--- src/rtl/alerm_set_pkg.sv ---
// Shared alarm-time definitions: FSM states, field codes, BCD limits and
// the digit layout of the 24-bit time word used by setter, timer and comparator.
package alerm_pkg;

  typedef enum logic [1:0] {
    IDLE     = 2'd0,
    SET_HOUR = 2'd1,
    SET_MIN  = 2'd2,
    SET_SEC  = 2'd3
  } state_t;

  localparam logic [1:0] FIELD_NONE = 2'd0;
  localparam logic [1:0] FIELD_HOUR = 2'd1;
  localparam logic [1:0] FIELD_MIN  = 2'd2;
  localparam logic [1:0] FIELD_SEC  = 2'd3;

  localparam logic [7:0] HOUR_MAX   = 8'h23;
  localparam logic [7:0] MINSEC_MAX = 8'h59;

  // Time word is {Ht,Ho,Mt,Mo,St,So}, one BCD nibble per digit.
  localparam int TIME_W   = 24;
  localparam int FIELD_W  = 8;
  localparam int HOUR_LSB = 16;
  localparam int MIN_LSB  = 8;
  localparam int SEC_LSB  = 0;

  function automatic logic [7:0] bcd_inc(input logic [7:0] v, input logic [7:0] max);
    logic [7:0] r;
    if (v == max)
      r = 8'h00;
    else if (v[3:0] == 4'd9)
      r = {v[7:4] + 4'd1, 4'd0};
    else
      r = {v[7:4], v[3:0] + 4'd1};
    return r;
  endfunction

  function automatic state_t next_state(input state_t s);
    state_t n;
    case (s)
      IDLE:     n = SET_HOUR;
      SET_HOUR: n = SET_MIN;
      SET_MIN:  n = SET_SEC;
      default:  n = IDLE;
    endcase
    return n;
  endfunction

  function automatic logic [1:0] field_of(input state_t s);
    logic [1:0] f;
    case (s)
      SET_HOUR: f = FIELD_HOUR;
      SET_MIN:  f = FIELD_MIN;
      SET_SEC:  f = FIELD_SEC;
      default:  f = FIELD_NONE;
    endcase
    return f;
  endfunction

endpackage

--- src/rtl/alerm_set_if.sv ---
// Front-panel key inputs and alarm-setting outputs; master is the key/panel
// side, slave is the alarm setter.
interface alerm_set_if;
  import alerm_pkg::*;

  logic              set_key;
  logic              inc_key;
  logic              enable_key;
  logic [TIME_W-1:0] alerm_data;
  logic              alerm_enable;
  logic [1:0]        edit_field;

  modport master (
    output set_key, inc_key, enable_key,
    input  alerm_data, alerm_enable, edit_field
  );

  modport slave (
    input  set_key, inc_key, enable_key,
    output alerm_data, alerm_enable, edit_field
  );

endinterface

--- src/rtl/alerm_set_key_ctrl.sv ---
// Per-key press detector with optional hold-to-repeat; the action pulse is
// combinational off the registered history so the consumer acts on the press edge.
module alerm_key_ctrl #(
  parameter bit REPEAT_EN  = 1'b0,
  parameter int SECOND_CNT = 4,
  parameter int REPEAT_DIV = 4
) (
  input  logic clock,
  input  logic reset,
  input  logic key,
  input  logic clear,
  output logic pulse
);

  localparam int            CW     = $clog2(SECOND_CNT + 1);
  localparam logic [CW-1:0] FIRST  = CW'(SECOND_CNT);
  localparam logic [CW-1:0] RELOAD = CW'(SECOND_CNT - SECOND_CNT / REPEAT_DIV);

  logic          key_d;
  logic [CW-1:0] cnt;
  logic [CW-1:0] cnt_inc;
  logic          press;
  logic          held;
  logic          fire;

  assign press   = key & ~key_d;
  assign held    = key & key_d;
  assign cnt_inc = cnt + CW'(1);
  // cnt holds clocks held since the press; reloading keeps later repeats one period apart.
  assign fire    = REPEAT_EN && held && !clear && (cnt_inc == FIRST);
  assign pulse   = press | fire;

  always_ff @(posedge clock or negedge reset) begin
    if (!reset) begin
      key_d <= 1'b0;
      cnt   <= '0;
    end else begin
      key_d <= key;
      if (!REPEAT_EN || clear || !held)
        cnt <= '0;
      else if (fire)
        cnt <= RELOAD;
      else
        cnt <= cnt_inc;
    end
  end

endmodule

--- src/rtl/alerm_set.sv ---
// Alarm-time setter: set key walks hour/min/sec edit fields, inc key bumps the
// selected BCD field (with hold-repeat), enable key toggles the arm flag.
module alerm_set
  import alerm_pkg::*;
#(
  parameter int second_cnt = 50000000,
  parameter int repeat_div = 4
) (
  input logic         clock,
  input logic         reset,
  alerm_set_if.slave  bus
);

  state_t            state;
  state_t            state_nxt;
  logic [1:0]        field_q;
  logic [TIME_W-1:0] data_q;
  logic              flag;
  logic              flag_nxt;
  logic              enable_q;
  logic              set_pulse;
  logic              inc_pulse;
  logic              en_pulse;
  logic              inc_clear;
  logic              inc_act;

  alerm_key_ctrl #(.REPEAT_EN(1'b0), .SECOND_CNT(second_cnt), .REPEAT_DIV(repeat_div)) u_set (
    .clock (clock),
    .reset (reset),
    .key   (bus.set_key),
    .clear (1'b0),
    .pulse (set_pulse)
  );

  alerm_key_ctrl #(.REPEAT_EN(1'b1), .SECOND_CNT(second_cnt), .REPEAT_DIV(repeat_div)) u_inc (
    .clock (clock),
    .reset (reset),
    .key   (bus.inc_key),
    .clear (inc_clear),
    .pulse (inc_pulse)
  );

  alerm_key_ctrl #(.REPEAT_EN(1'b0), .SECOND_CNT(second_cnt), .REPEAT_DIV(repeat_div)) u_en (
    .clock (clock),
    .reset (reset),
    .key   (bus.enable_key),
    .clear (1'b0),
    .pulse (en_pulse)
  );

  // A set press takes priority over inc and restarts any repeat in progress.
  assign inc_clear = set_pulse | (state == IDLE);
  assign inc_act   = inc_pulse & ~set_pulse;

  always_comb begin
    state_nxt = state;
    if (set_pulse)
      state_nxt = next_state(state);
    flag_nxt = flag ^ en_pulse;
  end

  always_ff @(posedge clock or negedge reset) begin
    if (!reset) begin
      state    <= IDLE;
      field_q  <= FIELD_NONE;
      data_q   <= '0;
      flag     <= 1'b0;
      enable_q <= 1'b0;
    end else begin
      state    <= state_nxt;
      field_q  <= field_of(state_nxt);
      flag     <= flag_nxt;
      enable_q <= flag_nxt && (state_nxt == IDLE);
      if (inc_act) begin
        case (state)
          SET_HOUR: data_q[HOUR_LSB +: FIELD_W] <= bcd_inc(data_q[HOUR_LSB +: FIELD_W], HOUR_MAX);
          SET_MIN:  data_q[MIN_LSB  +: FIELD_W] <= bcd_inc(data_q[MIN_LSB  +: FIELD_W], MINSEC_MAX);
          SET_SEC:  data_q[SEC_LSB  +: FIELD_W] <= bcd_inc(data_q[SEC_LSB  +: FIELD_W], MINSEC_MAX);
          default: ;
        endcase
      end
    end
  end

  assign bus.alerm_data   = data_q;
  assign bus.alerm_enable = enable_q;
  assign bus.edit_field   = field_q;

endmodule

--- src/flat_wrapper.sv ---
// flat-port wrapper written by rule: the top's interface ports become plain ports
module alerm_set_flat import alerm_pkg::*;
#(
  parameter int second_cnt = 50000000,
  parameter int repeat_div = 4
)
  (clock, reset, bus_set_key, bus_inc_key, bus_enable_key, bus_alerm_data, bus_alerm_enable, bus_edit_field);
  alerm_set_if bus_i ();
  input logic clock;
  input logic reset;
  input wire logic [$bits(bus_i.set_key)-1:0] bus_set_key;
  input wire logic [$bits(bus_i.inc_key)-1:0] bus_inc_key;
  input wire logic [$bits(bus_i.enable_key)-1:0] bus_enable_key;
  output wire logic [$bits(bus_i.alerm_data)-1:0] bus_alerm_data;
  output wire logic [$bits(bus_i.alerm_enable)-1:0] bus_alerm_enable;
  output wire logic [$bits(bus_i.edit_field)-1:0] bus_edit_field;
  assign bus_i.set_key = bus_set_key;
  assign bus_i.inc_key = bus_inc_key;
  assign bus_i.enable_key = bus_enable_key;
  assign bus_alerm_data = bus_i.alerm_data;
  assign bus_alerm_enable = bus_i.alerm_enable;
  assign bus_edit_field = bus_i.edit_field;
  alerm_set #(.second_cnt(second_cnt), .repeat_div(repeat_div)) u_core (.clock(clock), .reset(reset), .bus(bus_i));
endmodule
--- config.mk ---
export PLATFORM = sky130hd
export DESIGN_NAME = alerm_set_flat
export DESIGN_NICKNAME = d
export VERILOG_FILES = /design/src/rtl/alerm_set_pkg.sv /design/src/rtl/alerm_set_if.sv /design/src/rtl/alerm_set_key_ctrl.sv /design/src/rtl/alerm_set.sv /design/src/flat_wrapper.sv
export SDC_FILE = /design/constraint.sdc
export NUM_CORES = 1
export LEC_CHECK = 0
export CAP_MARGIN = 20
export CORE_MARGIN = 1.5
export CORE_UTILIZATION = 57
export DETAILED_ROUTE_END_ITERATION = 7
export PLACE_DENSITY = 0.8
export SYNTH_ARGS = -nofsm -noshare
export SYNTH_HDL_FRONTEND = slang
export SYNTH_SLANG_ARGS = --single-unit
--- constraint.sdc ---
create_clock -name clock -period 3.55 [get_ports clock]
set_input_delay 0.355 -clock clock [delete_from_list [all_inputs] [get_ports clock]]
set_output_delay 0.355 -clock clock [all_outputs]
set_load 0.01 [all_outputs]
==> results of run 1 <==
[flip-flops by register name, summed over array words and instances (netlist names)]
name	cells
u_core.u_set.key_d	1
u_core.bus.alerm_enable	1
u_core.bus.alerm_data	24
u_core.state	1
u_core.bus.edit_field	2
u_core.u_inc.key_d	1
u_core.u_en.key_d	1
u_core.u_inc.cnt	26
u_core.flag	1
[layer usage]
layer,global-route usage,vias to the layer above,wire (um)
li1,-,1281,-
met1,0.3214,1264,3132
met2,0.3504,76,2950
met3,0.05517,19,306
met4,0.1298,0,180
met5,0,-,0
[layout by cell type (no fill, tap or decap), drive strengths merged, types with 10 or more instances in the layout]
cell type / synthesis / routed
nand3: 16 / 16
inv: 16 / 16
a21oi: 11 / 11
nand4: 17 / 17
nor2: 36 / 36
o21ai: 20 / 20
clkdlybuf4s50: 0 / 30
nand2: 31 / 31
clkbuf: 4 / 10
ha: 18 / 18
nor2b: 11 / 11
dfrtp: 58 / 58
xor2: 16 / 16
[logic make-up (layout without fill, tap and decap cells)]
kind of cell | Yosys count | after routing | share of synthesized area
xor gates and xnor gates | 21 | 21 | 0.05545
and+or+nand+nor | 154 | 154 | 0.2648
muxes | 6 | 6 | 0.02037
adders and majority gates | 18 | 18 | 0.06790
DFF | 58 | 58 | 0.4376
AOI/OAI and AO/OA | 57 | 57 | 0.1169
buffers and inverters | 26 | 64 | 0.03696
[where the power goes]
group | leakage (nW) | switching, mW | internal, mW
Combinational | 0.765 | 0.296 | 0.321
Clock | 0.112 | 0.261 | 0.409
Sequential | 0.763 | 0.137 | 0.768
Total | 1.64 | 0.694 | 1.50
[final cells by class]
type                            count  area [um^2]  area share
Timing Repair Buffer               33        320.3     0.08253
Clock inverter                      5        78.83     0.02031
Tap cell                           72        90.09     0.02321
Sequential cell                    58         1451      0.3740
Multi-Input combinational cell    256         1743      0.4491
Clock buffer                       10        137.6     0.03546
Inverter                           16        60.06     0.01547
[how the worst max path moves through the flow]
stage	start	endpoint	slack, ps	cells after the start
floorplan	u_core.u_inc.cnt[0]$_DFF_PN0_	u_core.bus.alerm_data[12]$_DFFE_PN0P_	760	11
global placement	u_core.u_inc.cnt[0]$_DFF_PN0_	u_core.bus.alerm_data[12]$_DFFE_PN0P_	580	9
detailed placement	u_core.u_inc.cnt[0]$_DFF_PN0_	u_core.bus.alerm_data[12]$_DFFE_PN0P_	470	9
CTS	u_core.u_inc.cnt[0]$_DFF_PN0_	u_core.bus.alerm_data[12]$_DFFE_PN0P_	450	9
global route	u_core.u_inc.cnt[0]$_DFF_PN0_	u_core.bus.alerm_data[12]$_DFFE_PN0P_	250	9
finish	u_core.u_inc.cnt[0]$_DFF_PN0_	u_core.bus.alerm_data[12]$_DFFE_PN0P_	450	9
[per-stage QoR]
step | cell area, um^2 | instances | setup WS (ps) | power (mW)
after floorplan | 3317 | 340 | 755.4 | 1.252
after global placement | 3665 | 435 | 577.6 | 1.513
after detailed placement | 3665 | 435 | 471.5 | 1.536
after CTS | 3881 | 450 | 449.7 | 2.211
after global routing | 3881 | 450 | 254.2 | 2.340
final | 3881 | 450 | 450.8 | 2.192
==> metrics.cfg, run 1 <==
[logic_synthesis]
ys_warn_count=0
yosysTopAreaCell=dfrtp_1
postSynth.asyncResetShare=1.000
synth_commonest_cells=dfrtp_1 (58), nor2_1 (36), nand2_1 (31)
synth-edff-count=0
avgSynthCellArea_um2=9.756
synth_top_area_frac=0.4376
synth_ff_type=dfrtp_1
synth_area_mm2=0.003317
yosysMostFrequentCell=dfrtp_1
synth_area_leaders=dfrtp_1 (44%), ha_1 (6.8%), xor2_1 (4.2%)
synth_seq_cells=58
ys_types=59
syn_inst=340
seq_area_frac_synth=0.4376
syn_nets=363

[pwr]
peakVddDrop_uv=355.4
p_leak_nw=1.640
power-per-cell-area_mw_per_mm2=564.8

[timing]
min_period_ps=3099
tns_ps=0
post-route-period-util=0.8730
hold_violations=0
tightest_slew_ps=916.9
fmax_mhz=322.7
maxSlewViolCount=0
setup_violations=0
whs_ps=147.5
clock_skew_ps=5.693
rsz0062_at_grt=no
slew_headroom=0.3888

[floorplan]
row_count=27
coreArea_mm2=0.005574
die_x_um=79.29
die-area_mm2=0.006286
start_util=0.5951
die_h_um=79.29
io-pin-count=32

[critical_path]
crit_family=simple AND/OR/NAND/NOR gates
reg2reg_depth=9
cp_max_fo=11
reg2reg_slack_ps=450
cp-start-kind=register
worstPathRequired_ps=3770
path_class=reg -> reg
r2r_start=u_core.u_inc.cnt[0]$_DFF_PN0_
slowest_stage=dfrtp_1
r2r-end=u_core.bus.alerm_data[12]$_DFFE_PN0P_
slowest_delay_ps=450
endpoint_kind=register
crit_path_cell_trace=ha_1, and4_1, nand4_1, a21oi_2, nor4b_2, and4_4, o211ai_2, nor3_2, mux2_1
path_buf_inv=0
cp.arrival_ps=3320

[flow_run]
max_cap_viol_count=0

[clock_network]
cts_buffers=9
cts.sinks=58
insertion_delay_ps=340
post-cts-setup-buffers=0
cts_root_buf=clkbuf_8
cts_tree=built
clockBufferDepth=2
htree_levels=3
cts.hold.buffers_added=0
clkTransAtPathRegs_ps=70
cts-resized-gates=0

[grt]
antenna_found_initial=0
grt_start_max_net_pins=42
grt_pass1_vias=2475
grt_usage=0.2371
grt_remaining_overflow=0
grt_pass1_wl_mm=11.46

[detailed_routing]
postRouteAntennaNets=0
vias=2640
first_pass_iters=4
routed_via_density=5.867
wl_mm=6.570
drtIter0Drc=187
drc=0
wl_per_cell_um=14.60

[placement]
io_buffers=31
gp_congestion=0.8681
hpwl_mm=4.691

[status]
outcome=finished clean

[worst_hold_path]
hold_path.class=in -> async

[layout]
syn_to_final_growth_pct=17.01
drive_above_1_share=0.09259
fillers=446
antennaDiodeCount=0
nets=397
fin_util=0.6963

No activity file was read; power rests on OpenSTA's default activity.
==> run 2: changes to the inputs <==
- CORE_MARGIN: 1.5 -> 2
==> run 2 against run 1 <==
  * Critical endpoint is now u_core.bus.alerm_data[13]$_DFFE_PN0P_
  * Cell count rose by 0.22%
  * Final area up 1.3%
  * Sequential power is essentially flat
  * Non-clock buffer count is the same
  * Register-to-register slack worse by 60 ps
  * Count of clock-buffer cells in the layout fell by 1
  * Fmax shrank 2.0%
  * Power is 6.8% higher
  * Combinational power is 1% higher
  * Highest routed layer unchanged
==> metrics.cfg, run 2 (synthesized netlist as in run 1, its figures left out) <==
[flow_run]
max_cap_viol_count=0

[status]
outcome=finished clean

[clock_network]
post-cts-setup-buffers=0
clockBufferDepth=2
cts.hold.buffers_added=0
clkTransAtPathRegs_ps=70
htree_levels=3
cts-resized-gates=0
cts_buffers=9
cts_tree=built
cts_root_buf=clkbuf_8
insertion_delay_ps=340
cts.sinks=58

[detailed_routing]
wl_mm=6.642
postRouteAntennaNets=0
met1_length_mm=3.082
highest_layer=met4
first_pass_iters=4
wl_per_cell_um=14.73
dr_wl_met3_um=318
drtIter0Drc=157
drc=0
route.met2.wl_mm=3.103
vias=2603
routed_via_density=5.772

[critical_path]
cp-start-kind=register
worstPathRequired_ps=3770
slowest_delay_ps=460
crit_path_cell_trace=ha_1, and4_1, nand4_1, a21oi_2, nor4b_2, and4_4, o211ai_2, nor3_2, mux2_1
slowest_stage=dfrtp_1
cp_max_fo=11
cp.arrival_ps=3380
endpoint_kind=register
path_class=reg -> reg

[floorplan]
die-area_mm2=0.006446
die_h_um=80.29
start_util=0.5951
die_x_um=80.29
io-pin-count=32
coreArea_mm2=0.005574
row_count=27

[placement]
io_buffers=31
hpwl_mm=4.721
dp_slack_ps=409.9
gp_congestion=0.8963

[layout]
nets=397
layout_commonest_cell=dfrtp_1
antennaDiodeCount=0
top_register=u_core.u_inc.cnt
mostFrequentLayoutCells=dfrtp_1 (58), nor2_1 (36), nand2_1 (31)
drive_above_1_share=0.09499
largest_reg_flops=26
fin_util=0.7051
fillers=412
ff_latch_area_mm2=0.001451
multi_input_area_mm2=0.001743
syn_to_final_growth_pct=18.48

[timing]
setup_violations=0
clock_skew_ps=10.28
min_period_ps=3162
hold_violations=0
rsz0062_at_grt=no
maxSlewViolCount=0
tns_ps=0
slew_headroom=0.4755
fmax_mhz=316.3
post-route-period-util=0.8906
tightest_slew_ps=786.8
finalWorstSetupSlack_ps=388.2

[pwr]
peakVddDrop_uv=443.4
p_leak_nw=1.658
power-per-cell-area_mw_per_mm2=595.4

[worst_hold_path]
hold_path.class=in -> async

[grt]
grt_pass1_wl_mm=11.56
grt_start_max_net_pins=37
grt_remaining_overflow=0
grt_usage=0.2333
antenna_found_initial=0
grt_pass1_vias=2594

[run 2: cell count changes in the layout (fill, tap and decap cells not counted)]
cell and change:
bufinv_16 +2, clkbuf_8 -1, clkinv_2 -1, clkinvlp_4 +1
[run 2: worst paths after layout]
kind                                               start                               endpoint  slack, ps  cells after the start
max                        u_core.u_inc.cnt[0]$_DFF_PN0_  u_core.bus.alerm_data[13]$_DFFE_PN0P_        390                      9
min                                                reset   u_core.bus.alerm_data[9]$_DFFE_PN0P_         90                      1
max reg2reg                u_core.u_inc.cnt[0]$_DFF_PN0_  u_core.bus.alerm_data[13]$_DFFE_PN0P_        390                      9
min reg2reg                        u_core.flag$_DFF_PN0_                  u_core.flag$_DFF_PN0_        490                      1
max in group asynchronous                          reset         u_core.u_inc.cnt[24]$_DFF_PN0_       2660                      2
min in group clock                 u_core.flag$_DFF_PN0_                  u_core.flag$_DFF_PN0_        490                      1
[run 2: report_power, final]
| part | switching [mW] | total (mW) | leakage (nW) | internal, mW |
|---|---|---|---|---|
| combinational | 0.304 | 0.625 | 0.765 | 0.321 |
| sequential | 0.138 | 0.906 | 0.763 | 0.768 |
| clock | 0.272 | 0.809 | 0.129 | 0.537 |
| total | 0.714 | 2.34 | 1.66 | 1.63 |
[run 2: metrics by stage]
stage	hold WS (ps)	instances	instance area [um^2]	total power, mW
floorplan	59.41	340	3317	1.252
global placement	452.3	435	3665	1.514
detailed placement	470.2	435	3665	1.543
CTS	118.4	451	3930	2.359
global route	164.7	451	3930	2.481
finish	88.50	451	3930	2.340
[run 2: critical path: cells and delay by family, from the launching register on]
kind / cells / cell delay (ps)
AND/OR/NAND/NOR: 5 / 1550
flip-flops: 1 / 460
AO/OA/AOI/OAI: 2 / 380
multiplexers: 1 / 360
adder cells (fa/ha/maj): 1 / 280
[run 2: layout make-up]
class / instances / share of cell area
Clock inverter: 7 / 0.03598
Sequential cell: 58 / 0.3693
Timing Repair Buffer: 33 / 0.08150
Tap cell: 72 / 0.02292
Multi-Input combinational cell: 256 / 0.4435
Clock buffer: 9 / 0.03152
Inverter: 16 / 0.01528
[run 2: routing by layer]
layer  global-route usage  vias to the layer above
met5                    0                        -
met4               0.1220                        0
met3              0.04494                       12
met2               0.3683                       66
met1               0.3039                     1245
li1                     -                     1280
==> variant 1: new RTL, flow settings as in run 2 <==
`REPEAT_EN` is set to 1'b0 in 3 places; all go to 1'b1.
--- a/src/rtl/alerm_set_key_ctrl.sv
+++ b/src/rtl/alerm_set_key_ctrl.sv
@@ -1,7 +1,7 @@
 // Per-key press detector with optional hold-to-repeat; the action pulse is
 // combinational off the registered history so the consumer acts on the press edge.
 module alerm_key_ctrl #(
-  parameter bit REPEAT_EN  = 1'b0,
+  parameter bit REPEAT_EN  = 1'b1,
   parameter int SECOND_CNT = 4,
   parameter int REPEAT_DIV = 4
 ) (
--- a/src/rtl/alerm_set.sv
+++ b/src/rtl/alerm_set.sv
@@ -24,7 +24,7 @@
   logic              inc_clear;
   logic              inc_act;
 
-  alerm_key_ctrl #(.REPEAT_EN(1'b0), .SECOND_CNT(second_cnt), .REPEAT_DIV(repeat_div)) u_set (
+  alerm_key_ctrl #(.REPEAT_EN(1'b1), .SECOND_CNT(second_cnt), .REPEAT_DIV(repeat_div)) u_set (
     .clock (clock),
     .reset (reset),
     .key   (bus.set_key),
@@ -40,7 +40,7 @@
     .pulse (inc_pulse)
   );
 
-  alerm_key_ctrl #(.REPEAT_EN(1'b0), .SECOND_CNT(second_cnt), .REPEAT_DIV(repeat_div)) u_en (
+  alerm_key_ctrl #(.REPEAT_EN(1'b1), .SECOND_CNT(second_cnt), .REPEAT_DIV(repeat_div)) u_en (
     .clock (clock),
     .reset (reset),
     .key   (bus.enable_key),
Function: same outputs for any inputs over 10 cycles, from zero or initial values and one cycle with reset low; that may be too few to reach the edited logic, so the function may still have changed.
==> variant 1 against run 2 <==
Total power increased by 35%. Via count increased by 110%. Synthesized area increased by 100%. Maximum frequency decreased by 7.1%. Routed wire length increased by 130%. Die area increased by 94%. Sequential cell count increased by 52. Critical path depth unchanged. Utilization decreased by 5.1 points. Cell area increased by 89%. Setup slack got worse by 0.24 ns. Critical endpoint is now u_core.bus.alerm_data[16].
==> variant 1: results (changes against run 2) <==
| Metric | Value |
|---|---|
| CTS Root Cell | clkbuf_16 |
| Worst Skew | 0.00956 ns (-0.000723 ns) |
| Crit path from | u_core.u_set.cnt[0] |
| Initial antenna violation count | 0 (unchanged) |
| Clock Power Share | 0.337 (-0.009) |
| Register-to-Register Path Depth | 9 (unchanged) |
| Leak | 3.03 nW (+83%) |
| Final core occ | 0.654 (-0.0512) |
| Drt first-iter violations | 422 (+170%) |
| Worst r2r dst | u_core.bus.alerm_data[16] |
| CP top delay family | simple AND/OR/NAND/NOR gates |
| FFs w/ async S/R, synth | 1.00 (unchanged) |
| Pin count of the biggest net entering global routing | 67 (+81%) |
| Vias in the first global route | 5405 (+110%) |
| Post-Syn Nets | 727 (+100%) |
| Top flop regs | u_core.u_en.cnt (26), u_core.u_inc.cnt (26), u_core.u_set.cnt (26) |
| Slew @ Worst Pin | 0.836 ns (+0.0497 ns) |
| Slowest CP cell | or4_1 |
| Status | finished, final reports clean |
| Post-DP Area | 0.00706 sq mm (+93%) |
| GPL Wtd Cong | 0.862 (-3.8%) |
| Sequential Power | 1.49 mW (+64%) |
| GRT Util Overall | 0.249 (+0.0159) |
| Skew-Pair Late Insertion Delay | 0.36 ns (+0.02 ns) |
| Peak supply drop | 0.350 mV (-21%) |
| Final nets | 757 (+91%) |
| CP max stage delay | 0.53 ns (+0.07 ns) |
| Post-synth top cells | 110 x dfrtp_1, 95 x nor2_1, 46 x nand2_1 |
| Post-DP HPWL | 10700 um (+130%) |
| Arr. time, crit path | 3.65 ns (+0.27 ns) |
| Switch Pwr | 0.928 mW (+30%) |
| R2R Setup Slk | 0.15 ns (-0.24 ns) |
| Synth unique cells | 78 (+32%) |
| Fillers | 891 (+120%) |
| First-pass GRT wire length | 25700 um (+120%) |
| Yosys warnings | 0 (unchanged) |
| DR WL/cell | 17.1 um (+16%) |
| Register area share after synthesis | 0.416 (-0.0220) |
| Vias/cell | 6.19 (+7.2%) |
| Synth area leaders | dfrtp_1 42%, xnor2_1 5.6%, nor2_1 5.4% |
| Fraction of layout cells with a size suffix above 1 | 0.105 (+0.00978) |
| Pwr dens | 426 mW/mm^2 (-28%) |
| IO Port Bufs | 31 (unchanged) |
| Hold slack | 0.0913 ns (+0.00276 ns) |
==> variant 1: worst max-delay path by stage <==
stage	end	slack [ns]	depth (start not counted)
final	u_core.bus.alerm_data[16]	0.15	9
after global routing	u_core.bus.alerm_data[16]	0.01	9
after CTS	u_core.bus.alerm_data[15]	0.07	9
after detailed placement	u_core.bus.alerm_data[15]	0.04	9
after global placement	u_core.bus.alerm_data[17]	0.18	9
after floorplan	u_core.bus.alerm_data[12]	0.35	11
==> variant 1: final cells by class <==
cell class                 instances  share of cell area
clock buffer                      10              0.0321
sequential                       110               0.370
inverter                          25              0.0126
multi-input combinational        538               0.494
timing repair buffer              46              0.0565
tap                              143              0.0241
clock inverter                     6              0.0104
==> variant 1: through the flow <==
stage	cells	total power, mW	worst slack, ns
2_1_floorplan	700	1.83	0.352
3_3_place_gp	859	2.09	0.181
3_5_place_dp	859	2.12	0.0350
4_1_cts	875	3.18	0.0669
5_1_grt	878	3.32	0.00977
6_report	878	3.17	0.145
==> variant 1: kinds of logic (layout without fill, tap and decap cells) <==
group,after synthesis,count (layout),share of synthesized area
DFF,110,110,0.416
muxes,18,18,0.0315
adders and majority gates,22,22,0.0416
xor gates and xnor gates,72,72,0.0952
AOI/OAI and AO/OA,91,91,0.103
buffers and inverters,52,87,0.0348
and+or+nand+nor,335,335,0.279
==> variant 1: repair_timing <==
item | 4_1_cts | 5_1_grt
setup buffers | 0 | 3
setup endpoints to repair | 0 | 28
gates resized for setup | 0 | 6
==> variant 1: routing by layer <==
layer / track usage / vias to the layer above / wire, um
li1: - / 2583 / -
met1: 0.329 / 2689 / 6530
met2: 0.407 / 132 / 7430
met3: 0.0588 / 27 / 769
met4: 0.0840 / 0 / 317
met5: 0 / - / 0
==> variant 2: new RTL, config.mk and constraints of run 2 <==
Without the edit above. Re-encode `state_t` (4 states) as one-hot, 4 bits wide.
--- a/src/rtl/alerm_set_pkg.sv
+++ b/src/rtl/alerm_set_pkg.sv
@@ -2,11 +2,11 @@
 // the digit layout of the 24-bit time word used by setter, timer and comparator.
 package alerm_pkg;
 
-  typedef enum logic [1:0] {
-    IDLE     = 2'd0,
-    SET_HOUR = 2'd1,
-    SET_MIN  = 2'd2,
-    SET_SEC  = 2'd3
+  typedef enum logic [3:0] {
+    IDLE     = 4'b0001,
+    SET_HOUR = 4'b0010,
+    SET_MIN  = 4'b0100,
+    SET_SEC  = 4'b1000
   } state_t;
 
   localparam logic [1:0] FIELD_NONE = 2'd0;
Function: no difference found for any inputs over 10 cycles, from zero or initial values and one cycle with reset low; not proved beyond that.
==> variant 2 against run 2 <==
Setup slack worse by 0.090 ns. Synthesized area up 6.0%. Hold slack better by 0.067 ns. Clock power is 24% lower. Critical path type unchanged. Cell area is 4.7% higher. Critical endpoint is now u_core.bus.alerm_data[21]. Total power fell by 8.9%. Count of clock-buffer cells in the layout grew 3. Sequential cell count grew 3. Routed wire length up 6.7%.
==> variant 2: results (changes against run 2) <==
| Metric | Value |
|---|---|
| Sequential Power Share | 0.441 (+0.054) |
| Post-synth top cells | 60 x dfrtp_1, 55 x nor2_1, 23 x nand2_1 |
| Drt first-iter violations | 133 (-15%) |
| Peak supply drop | 0.376 mV (-15%) |
| Slew @ Worst Pin | 0.939 ns (+0.152 ns) |
| Routing usage on met2 | 0.359 (-0.00946) |
| CP endpoint | u_core.bus.alerm_data[21] |
| Crit Path Max Fanout | 8 (-3) |
| Post-Route M1 WL | 3340 um (+8.2%) |
| Status | finished, final reports clean |
| DR WL/cell | 14.3 um (-2.7%) |
| Post-DP HPWL | 4930 um (+4.4%) |
| Synth area leaders | dfrtp_1 43%, nor2_1 5.9%, ha_1 5.0% |
| Switch Pwr | 0.699 mW (-2.1%) |
| Final nets | 434 (+9.3%) |
| Placed insts | 479 (+10%) |
| Pre-CTS setup slack | 0.335 ns (-0.0747 ns) |
| Clock Power Share | 0.288 (-0.058) |
| Avg Cell Area, Syn | 9.21 sq um (-5.6%) |
| Register area | 0.00153 sq mm (+5.3%) |
| R2R Setup Slk | 0.30 ns (-0.09 ns) |
| Synth unique cells | 51 (-14%) |
| WL met2 | 3400 um (+9.4%) |
| Vias in the first global route | 2577 (-0.66%) |
| Hold slack | 0.155 ns (+0.0667 ns) |
| Post-DP Area | 0.00392 sq mm (+7.0%) |
| Minimum clock period | 3.25 ns (+0.0901 ns) |
| Met1 usage | 0.306 (+0.00209) |
| Worst Skew | 0.00971 ns (-0.000572 ns) |
| Pin count of the biggest net entering global routing | 43 (+16%) |
| Fraction of layout cells with a size suffix above 1 | 0.102 (+0.00739) |
| First-pass GRT wire length | 11800 um (+2.1%) |
| GPL Wtd Cong | 0.880 (-1.8%) |
| Vias after detailed routing | 2890 (+11%) |
| Met3 GRT Util | 0.0435 (-0.00147) |
| Fillers | 474 (+15%) |
| Routed wl met3 | 220 um (-31%) |
| Post-Syn Nets | 401 (+10%) |
## variant 2: cell type report
class                           instances  share of cell area
Multi-Input combinational cell        288               0.450
Sequential cell                        61               0.371
Timing Repair Buffer                   42              0.0973
Clock buffer                           12              0.0353
Tap cell                               75              0.0228
Inverter                               13              0.0119
Clock inverter                          4              0.0116
## variant 2: kinds of logic (layout without fill, tap and decap cells)
group / after synthesis / count (layout) / share of synthesized area
multiplexers: 9 / 9 / 0.0288
flip-flops: 61 / 61 / 0.434
buffers and inverters: 33 / 71 / 0.0395
adder cells (fa/ha/maj): 14 / 14 / 0.0498
XOR/XNOR: 24 / 24 / 0.0598
AND/OR/NAND/NOR: 181 / 181 / 0.277
AO/OA/AOI/OAI: 60 / 60 / 0.110
## variant 2: worst max-delay path, cell delays in order, from the launching register on
cell      delay (ns)
dfrtp_1         0.45
ha_1            0.29
nand3_1         0.15
or4_1           0.48
or3_1           0.39
nand4_1         0.10
a21oi_1         0.08
a31oi_1         0.57
nand2b_1        0.29
mux2_2          0.35
